<file path="config.mk">
export PLATFORM = sky130hd
export DESIGN_NAME = cart_bus_arbiter
export DESIGN_NICKNAME = d
export VERILOG_FILES = /design/src/rtl/cart_bus_arbiter.sv
export SDC_FILE = /design/constraint.sdc
export NUM_CORES = 1
export LEC_CHECK = 0
export ABC_AREA = 1
export BUFFER_PORTS_ARGS = -buffer_cell sky130_fd_sc_hd__buf_4
export CORE_MARGIN = 2
export CORE_UTILIZATION = 40
export CTS_CLUSTER_SIZE = 8
export DETAILED_ROUTE_END_ITERATION = 10
export MAX_ROUTING_LAYER = met4
export PLACE_DENSITY = 0.74
export SLEW_MARGIN = 40
export SYNTH_ARGS = -nofsm -noshare
export SYNTH_HDL_FRONTEND = slang
export SYNTH_SLANG_ARGS = --single-unit
</file>
<file path="constraint.sdc">
create_clock -name clk -period 1.64 [get_ports clk]
set_input_delay 0.082 -clock clk [delete_from_list [all_inputs] [get_ports clk]]
set_output_delay 0.082 -clock clk [all_outputs]
set_load 0.01 [all_outputs]
</file>
<file path="src/rtl/cart_bus_arbiter.sv">
// Cartridge bus arbiter: the Game Boy core (port 0) and the debug engine (port 1)
// share one bus; each access runs setup -> strobe -> hold -> done with registered pins.
module cart_bus_arbiter #(
    parameter int unsigned SETUP_CYCLES  = 1,
    parameter int unsigned STROBE_CYCLES = 2,
    parameter int unsigned HOLD_CYCLES   = 1,
    parameter int unsigned MAX_STREAK    = 4
) (
    input  logic        clk,
    input  logic        rst_n,
    input  logic        core_req,
    input  logic        core_we,
    input  logic [15:0] core_addr,
    input  logic [7:0]  core_wdata,
    output logic        core_ack,
    output logic [7:0]  core_rdata,
    input  logic        dbg_req,
    input  logic        dbg_we,
    input  logic [15:0] dbg_addr,
    input  logic [7:0]  dbg_wdata,
    output logic        dbg_ack,
    output logic [7:0]  dbg_rdata,
    output logic [15:0] bus_a,
    output logic [7:0]  bus_dout,
    output logic        bus_oe,
    input  logic [7:0]  bus_din,
    output logic        bus_rd,
    output logic        bus_wr,
    output logic        bus_cs,
    output logic        busy
);
    // Out-of-range phase lengths are clamped to 1..15 so the 4-bit counters never wrap.
    localparam int unsigned SETUP_EFF  = (SETUP_CYCLES  == 0) ? 1 : ((SETUP_CYCLES  > 15) ? 15 : SETUP_CYCLES);
    localparam int unsigned STROBE_EFF = (STROBE_CYCLES == 0) ? 1 : ((STROBE_CYCLES > 15) ? 15 : STROBE_CYCLES);
    localparam int unsigned HOLD_EFF   = (HOLD_CYCLES   == 0) ? 1 : ((HOLD_CYCLES   > 15) ? 15 : HOLD_CYCLES);
    localparam int unsigned STREAK_EFF = (MAX_STREAK    == 0) ? 1 : ((MAX_STREAK    > 15) ? 15 : MAX_STREAK);

    localparam logic [3:0] SETUP_LD   = 4'(SETUP_EFF - 1);
    localparam logic [3:0] STROBE_LD  = 4'(STROBE_EFF - 1);
    localparam logic [3:0] HOLD_LD    = 4'(HOLD_EFF - 1);
    localparam logic [3:0] STREAK_MAX = 4'(STREAK_EFF);

    typedef enum logic [2:0] {IDLE, SETUP, STROBE, HOLD, DONE} state_e;

    state_e      state_q;
    logic [3:0]  phase_q;
    logic [3:0]  streak_q;
    logic        grant_dbg_q;
    logic        we_q;
    logic [15:0] bus_a_q;
    logic [7:0]  bus_dout_q;
    logic        bus_oe_q;
    logic        bus_cs_q;
    logic        bus_rd_q;
    logic        bus_wr_q;
    logic        core_ack_q;
    logic        dbg_ack_q;
    logic [7:0]  core_rdata_q;
    logic [7:0]  dbg_rdata_q;

    logic        grant_any_d;
    logic        grant_dbg_d;
    logic        sel_we_d;
    logic [15:0] sel_addr_d;
    logic [7:0]  sel_wdata_d;

    // Core has priority unless it has already won MAX_STREAK times while debug waited.
    always_comb begin
        grant_any_d = core_req | dbg_req;
        grant_dbg_d = dbg_req & (~core_req | (streak_q == STREAK_MAX));
        sel_we_d    = grant_dbg_d ? dbg_we    : core_we;
        sel_addr_d  = grant_dbg_d ? dbg_addr  : core_addr;
        sel_wdata_d = grant_dbg_d ? dbg_wdata : core_wdata;
    end

    always_ff @(posedge clk or negedge rst_n) begin
        // NOTE: strobes, cs and oe are flops on the async reset, so they fall the instant rst_n drops.
        if (!rst_n) begin
            state_q      <= IDLE;
            phase_q      <= '0;
            streak_q     <= '0;
            grant_dbg_q  <= 1'b0;
            we_q         <= 1'b0;
            bus_a_q      <= '0;
            bus_dout_q   <= '0;
            bus_oe_q     <= 1'b0;
            bus_cs_q     <= 1'b0;
            bus_rd_q     <= 1'b0;
            bus_wr_q     <= 1'b0;
            core_ack_q   <= 1'b0;
            dbg_ack_q    <= 1'b0;
            core_rdata_q <= '0;
            dbg_rdata_q  <= '0;
        end else begin
            // NOTE: acks default low every clock, so setting one can only ever produce a single-cycle pulse.
            core_ack_q <= 1'b0;
            dbg_ack_q  <= 1'b0;
            case (state_q)
                IDLE: begin
                    if (!dbg_req) streak_q <= '0;
                    if (grant_any_d) begin
                        state_q     <= SETUP;
                        phase_q     <= SETUP_LD;
                        grant_dbg_q <= grant_dbg_d;
                        we_q        <= sel_we_d;
                        bus_a_q     <= sel_addr_d;
                        bus_dout_q  <= sel_wdata_d;
                        bus_cs_q    <= (sel_addr_d[15:13] == 3'b101);
                        bus_oe_q    <= sel_we_d;
                        if (grant_dbg_d) begin
                            streak_q <= '0;
                        end else if (dbg_req && streak_q != STREAK_MAX) begin
                            streak_q <= streak_q + 4'd1;
                        end
                    end
                end
                SETUP: begin
                    if (phase_q == 4'd0) begin
                        state_q  <= STROBE;
                        phase_q  <= STROBE_LD;
                        bus_rd_q <= ~we_q;
                        bus_wr_q <= we_q;
                    end else begin
                        phase_q <= phase_q - 4'd1;
                    end
                end
                STROBE: begin
                    if (phase_q == 4'd0) begin
                        state_q  <= HOLD;
                        phase_q  <= HOLD_LD;
                        bus_rd_q <= 1'b0;
                        bus_wr_q <= 1'b0;
                        if (!we_q) begin
                            if (grant_dbg_q) dbg_rdata_q  <= bus_din;
                            else             core_rdata_q <= bus_din;
                        end
                    end else begin
                        phase_q <= phase_q - 4'd1;
                    end
                end
                HOLD: begin
                    if (phase_q == 4'd0) begin
                        state_q    <= DONE;
                        bus_cs_q   <= 1'b0;
                        bus_oe_q   <= 1'b0;
                        core_ack_q <= ~grant_dbg_q;
                        dbg_ack_q  <= grant_dbg_q;
                    end else begin
                        phase_q <= phase_q - 4'd1;
                    end
                end
                DONE: begin
                    // Gap cycle: lets the requester drop or renew before IDLE samples again.
                    state_q <= IDLE;
                end
                default: begin
                    state_q <= IDLE;
                end
            endcase
        end
    end

    assign core_ack   = core_ack_q;
    assign dbg_ack    = dbg_ack_q;
    assign core_rdata = core_rdata_q;
    assign dbg_rdata  = dbg_rdata_q;
    assign bus_a      = bus_a_q;
    assign bus_dout   = bus_dout_q;
    assign bus_oe     = bus_oe_q;
    assign bus_rd     = bus_rd_q;
    assign bus_wr     = bus_wr_q;
    assign bus_cs     = bus_cs_q;
    assign busy       = (state_q != IDLE);

endmodule

</file>
==> results of run 1 <==
-- area by class of cell --
class	instances	area, sq um
fill	548	2434
sequential	59	1476
timing repair buffer	158	1309
multi-input combinational	216	1105
clock buffer	10	127.6
inverter	33	126.4
tap	80	100.1
clock inverter	5	78.83
-- per-layer routing --
metal	up-vias	global-route usage (%)	wire length, microns
met3	9	4.171	327
met5	-	-	0
met1	1238	24.54	3053
met2	92	34.16	3783
li1	1319	-	-
met4	0	6.434	78
-- layout by cell type, fill, tap and decap left out, types with 2 or more instances in the layout --
cell,instances
nor2_2,5
inv_2,4
nand2_2,3
o21ai_2,14
nand3_2,2
o21ai_0,9
dfrtp_1,59
nor2_4,4
clkinv_2,2
clkbuf_8,9
o22ai_1,2
nand3_1,30
dlygate4sd3_1,44
nand2_1,114
xor2_1,3
nor2_1,10
inv_1,28
o21ai_1,5
a21oi_1,2
bufinv_16,2
ha_1,3
buf_4,113
-- worst max-delay path by stage --
stage	startpoint	end	slack [ns]
5_1_grt	streak_q[1]	bus_dout[3]	-0.002
4_1_cts	phase_q[0]	dbg_rdata[2]	0.09
3_5_place_dp	phase_q[0]	dbg_rdata[5]	0.11
3_3_place_gp	state_q[0]	bus_dout[7]	0.15
6_report	streak_q[1]	bus_a[7]	0.12
2_1_floorplan	phase_q[0]	core_rdata[6]	0.24
-- state kept, by name, summed over array words and instances (netlist names) --
register     count
core_rdata       8
core_ack         1
bus_dout         8
bus_rd           1
dbg_rdata        8
bus_oe           1
dbg_ack          1
we_q             1
streak_q         4
state_q          3
bus_wr           1
bus_cs           1
bus_a           16
grant_dbg_q      1
phase_q          4
-- what timing repair did --
item / 4_1_cts / 5_1_grt
hold buffers: 44 / 0
gates resized for setup: 0 / 4
endpoints found under the setup margin: 0 / 33
endpoints found under the hold margin: 82 / 0
buffers inserted: 0 / 2
-- logic make-up after synthesis --
group,synth area share (%)
AO/OA/AOI/OAI,8.923
AND/OR/NAND/NOR,27.94
buffers and inverters,7.345
flip-flops,53.18
XOR/XNOR,1.262
adder cells (fa/ha/maj),1.352
-- power breakdown --
group          internal (mW)  switching (mW)  leakage, nW
logic                   1.56            1.78         1.41
clock network          0.845           0.564        0.106
registers               2.12           0.440        0.726
total                   4.52            2.78         2.24
-- through the flow --
stage / instance area, sq um / cells
after floorplan: 2776 / 317
after global placement: 3650 / 500
after detailed placement: 3650 / 500
after CTS: 4297 / 559
after global routing: 4323 / 561
final: 4323 / 561
-- critical path: stages, from the launching register on --
cell and delay (ns):
dfrtp_1 0.40, inv_1 0.08, ha_1 0.14, nand3_1 0.14, nand2_2 0.16, nand2_4 0.09
nor2_4 0.11, buf_12 0.16, nand2_1 0.07, nand3_1 0.09
==> metrics.md, run 1 <==
| Metric | Value |
|---|---|
| Clock Latency Late Sink | 0.33 ns |
| Clk_skew | 0.008205 ns |
| Cell accounting for the most synthesized area | dfrtp_1 |
| Die width | 87.31 microns |
| Async SR Flop Fraction | 100.0% |
| Seq/Total Area, Yosys | 53.18% |
| Reg clk slew, reported paths | 0.07 ns |
| Fin crit share | 92.63% |
| Synthesized area per cell | 8.758 sq um |
| Post-Syn Nets | 382 |
| Ys flop type | dfrtp_1 |
| Core area | 6756 sq um |
| CP Capture Type | flip-flop |
| CTS buffer count | 9 |
| Dpl hpwl | 4650 microns |
| Clock sink count | 59 |
| Maximum vdd drop | 0.0007491 V |
| Pre-CTS setup slack | 0.1128 ns |
| Synth top area share | 53.18% |
| CP required | 1.90 ns |
| Vias | 2658 |
| Global route overflow | 0 |
| Layout Utilization | 63.98% |
| Remaining antenna violation count | 0 |
| Post-Syn Area | 2776 sq um |
| Die Y | 87.31 microns |
| WHS Path Cells | 3 |
| First-pass GRT wire length | 11760 microns |
| Wire per inst | 12.91 microns |
| Reg-to-reg critical path startpoint | streak_q[1] |
| Layout cell share with drive strength beyond 1 | 34.30% |
| Fin nets | 542 |
| Setup-failing EPs final | 0 |
| Startpoint types | flip-flop |
| Most frequent cells after synthesis | nand2_1 (115), dfrtp_1 (59), nand3_1 (30), inv_1 (28), o21ai_2 (14) |
| Top-count cell post-synth | nand2_1 |
| Highest clock rate | 658.2 MHz |
| Mapped Cells | 317 |
| H-tree depth | 3 |
| Starting DRT DRC Count | 160 |
| Reg2reg setup slack | 0.12 ns |
| Starting density of the core | 41.09% |
| Reg2reg end | bus_a[7] |
| IO Port Bufs | 108 |
| Pwr dens | 1690 nW/um^2 |
| ANT cells | 0 |
| P&R area growth vs syn | 55.70% |
| Worst hold margin | 0.01558 ns |
| LEAKAGE | 2.245 nW |
| Pins Over Slew Limit | 0 |
| GP Congestion | 0.9376 |
| Period minus WS final | 1.519 ns |
| Max cap viols | 0 |
| Setup ws final | 0.1208 ns |
| Total Routed Length | 7242 microns |
| I/O pin total | 109 |
| DRT Pass-1 Iters | 4 |
| Ys Warns | 0 |
| Reg2reg path depth | 9 |
| Hold path startpoint | bus_din[3] |
| Kind of critical path | flip-flop to flip-flop |
| Status | finished, final reports clean |
| Clk root buf | clkbuf_8 |
| Clk buf depth | 2 |
| Largest net degree at the start of global routing | 60 |
| Worst Path Arrival | 1.78 ns |
| Post-layout power | 7.304 mW |
| CTS tree | done |
| Seq cells post-synth | 59 |
| Number of core rows | 30 |
| Vias in the first global route | 2576 |
| Gr usage total | 20.34% |
| Drt drc | 0 |
| Hold Violations, Final | 0 |
| Top cells by area, synth | dfrtp_1 (53%), nand2_1 (16%), nand3_1 (5.4%) |
| Worst Hold Class | input pin to flip-flop |
| DR vias/cell | 4.738 |
| Worst-path fanout max | 22 |
| Fin Setup TNS | 0 ns |
| Worst slew margin | 50.89% |
| Min-Delay Endpoint | core_rdata[3] |
| Number of synthesized flops with an enable pin | 0 |
| Worst-margin pin slew | 0.7366 ns |
| Antenna violations before repair | 0 |
| Count of different cell masters after synthesis | 30 |
| Die area | 7623 sq um |
Power figures use the tool's default switching activity.
==> inputs of run 2 (changes only) <==
- PLACE_DENSITY: 0.74 -> 0.76
- SKIP_CTS_REPAIR_TIMING: not set -> 1
- clock period: 1.64 -> 1.39 ns (I/O delays scaled with it)
==> metrics.md, run 2 (synthesized netlist as in run 1, its figures left out) <==
| Metric | Value |
|---|---|
| Pre-CTS setup slack | -0.08106 ns (-0.1939 ns) |
| Wire per inst | 16.73 microns (+30%) |
| Kind of critical path | flip-flop to flip-flop |
| Die Y | 87.31 microns (unchanged) |
| Placed Cells | 513 (+2.6%) |
| Post-layout power | 9.857 mW (+35%) |
| Worst Hold Class | input pin to flip-flop |
| Setup ws final | -0.09538 ns (-0.2162 ns) |
| Worst-path fanout max | 6 (-73%) |
| Hold Violations, Final | 0 (unchanged) |
| Internal Power | 5.770 mW (+28%) |
| Largest net degree at the start of global routing | 35 (-42%) |
| Clk_skew | 0.007772 ns (-0.0004332 ns) |
| Starting density of the core | 41.09% (unchanged) |
| Sw frac | 41.47% (+3.4 points) |
| Clk root buf | clkbuf_8 |
| Dpl hpwl | 5001 microns (+7.5%) |
| Clk buf depth | 2 (unchanged) |
| Instance area after placement | 3812 sq um (+4.5%) |
| Highest clock rate | 673.2 MHz (+2.3%) |
| Max reg flops | 16 (unchanged) |
| Combinational Power Share | 54.1% (+8.4 points) |
| Maximum vdd drop | 0.001208 V (+61%) |
| DRT Pass-1 Iters | 5 (+1) |
| CP required | 1.66 ns (-0.24 ns) |
| Clock Power Share | 13.9% (-5.4 points) |
| Setup-failing EPs final | 41 (+41) |
| Vias in the first global route | 2464 (-4.3%) |
| Global route overflow | 0 (unchanged) |
| Layout filler cell count | 414 (-24%) |
| Period minus WS final | 1.485 ns (-0.03382 ns) |
| Layout cell share with drive strength beyond 1 | 50.70% (+16 points) |
| RSZ-0062 raised after global routing | true |
| Status | finished, violations left |
| P&R area growth vs syn | 79.95% |
| CTS tree | done |
| Reg clk slew, reported paths | 0.07 ns (about the same) |
| Worst slew margin | 77.22% (+26 points) |
| Gr usage total | 19.12% (-1.2 points) |
| Pwr dens | 1973 nW/um^2 (+17%) |
| Total Routed Length | 9754 microns (+35%) |
| Die area | 7623 sq um (unchanged) |
| H-tree depth | 3 (unchanged) |
| Remaining antenna violation count | 0 (unchanged) |
| First-pass GRT wire length | 11040 microns (-6.2%) |
| Failing checks | negative setup slack |
| Worst Path Arrival | 1.75 ns (-0.03 ns) |
| Starting DRT DRC Count | 170 (+6.3%) |
| CTS buffer count | 9 (unchanged) |
| Non-Filler Instances | 583 (+3.9%) |
| Vias | 2974 (+12%) |
| ANT cells | 0 (unchanged) |
| Max cap viols | 0 (unchanged) |
| NetSw | 4.088 mW (+47%) |
| LEAKAGE | 2.571 nW (+15%) |
| Clock Latency Late Sink | 0.34 ns (about the same) |
| Startpoint types | flip-flop |
| Flop pwr share | 32.0% (-3.0 points) |
| Drt drc | 0 (unchanged) |
| Antenna violations before repair | 0 (unchanged) |
| Most common cell after layout, fill and taps aside | buf_4 |
| Final Cell Area | 4996 sq um (+16%) |
| Core area | 6756 sq um (unchanged) |
| CP Capture Type | flip-flop |
| I/O pin total | 109 (unchanged) |
| Number of core rows | 30 (unchanged) |
| Commonest cells after routing, fill and taps aside | buf_4 (124), nand2_1 (78), dfrtp_1 (59) |
| Fin crit share | 106.9% (+14 points) |
| GP Congestion | 0.8774 (-6.4%) |
| Worst-margin pin slew | 0.3417 ns (-0.3949 ns) |
| Clock sink count | 59 (unchanged) |
| DR vias/cell | 5.101 (+7.7%) |
| Fin nets | 564 (+4.1%) |
| Die width | 87.31 microns (unchanged) |
| IO Port Bufs | 108 (unchanged) |
| Pins Over Slew Limit | 0 (unchanged) |
## run 2: cell count changes in the layout (fill, tap and decap cells not counted), moves of 3 or more
| cell | delta |
|---|---|
| buf_12 | +6 |
| buf_4 | +11 |
| clkbuf_16 | +4 |
| inv_1 | -4 |
| inv_2 | +4 |
| nand2_1 | -36 |
| nand2_2 | +11 |
| nand2_4 | +24 |
| nand3_1 | -18 |
| nand3_2 | +15 |
| nand3_4 | +3 |
| nor2_1 | -3 |
## run 2: path summary, 6_finish.rpt
| kind | end | slack, ns | start | cells past startpoint |
|---|---|---|---|---|
| hold / removal | dbg_rdata[3] | 0.006 | bus_din[3] | 3 |
| max in group asynchronous | bus_wr | 0.70 | rst_n | 3 |
| setup reg to reg | bus_a[2] | -0.1 | streak_q[1] | 10 |
| min in group asynchronous | dbg_rdata[7] | 0.19 | rst_n | 2 |
| hold reg to reg | bus_wr | 0.48 | bus_wr | 2 |
| setup / recovery | bus_a[2] | -0.1 | streak_q[1] | 10 |
## run 2: final cells by class
cell class                 instances  area, sq um  share of cell area (%)
timing repair buffer             180         1623                   32.48
clock inverter                     5        30.03                  0.6011
tap                               80        100.1                   2.004
inverter                          33        126.4                   2.529
sequential                        59         1476                   29.55
clock buffer                      10        137.6                   2.755
multi-input combinational        216         1503                   30.08
## run 2: metrics by stage
stage          hold WS [ns]  util, %  setup TNS, ns
6_report           0.006016    73.94         -1.491
5_1_grt             0.01129    73.94         -4.612
4_1_cts             -0.3629    58.91         -1.383
3_5_place_dp       0.001305    56.43        -0.9833
3_3_place_gp      0.0004784    56.43       -0.09915
2_1_floorplan       -0.2261        -              0
## run 2: critical path, cell delays in order (launching register included)
cell	delay, ns
dfrtp_1	0.39
inv_2	0.09
ha_4	0.14
nand3_4	0.10
nand2_4	0.11
nand2_8	0.06
nor2_4	0.10
buf_12	0.14
clkbuf_16	0.14
nand2_1	0.06
nand3_1	0.09
## run 2: power groups by stage
stage / clock (mW) / combinational, mW / sequential (mW)
after floorplan: 0 / 1.99 / 3.24
after global placement: 0 / 4.05 / 2.97
after detailed placement: 0 / 4.17 / 2.97
after CTS: 1.37 / 4.18 / 2.97
after global routing: 1.48 / 5.74 / 3.23
final: 1.37 / 5.34 / 3.15
## run 2: routing by layer
metal | vias up | wire length [microns] | global-route usage (%)
met5 | - | 0 | -
met4 | 0 | 191 | 6.713
met3 | 25 | 520 | 5.308
met2 | 123 | 5309 | 30.72
met1 | 1452 | 3733 | 23.13
li1 | 1374 | - | -
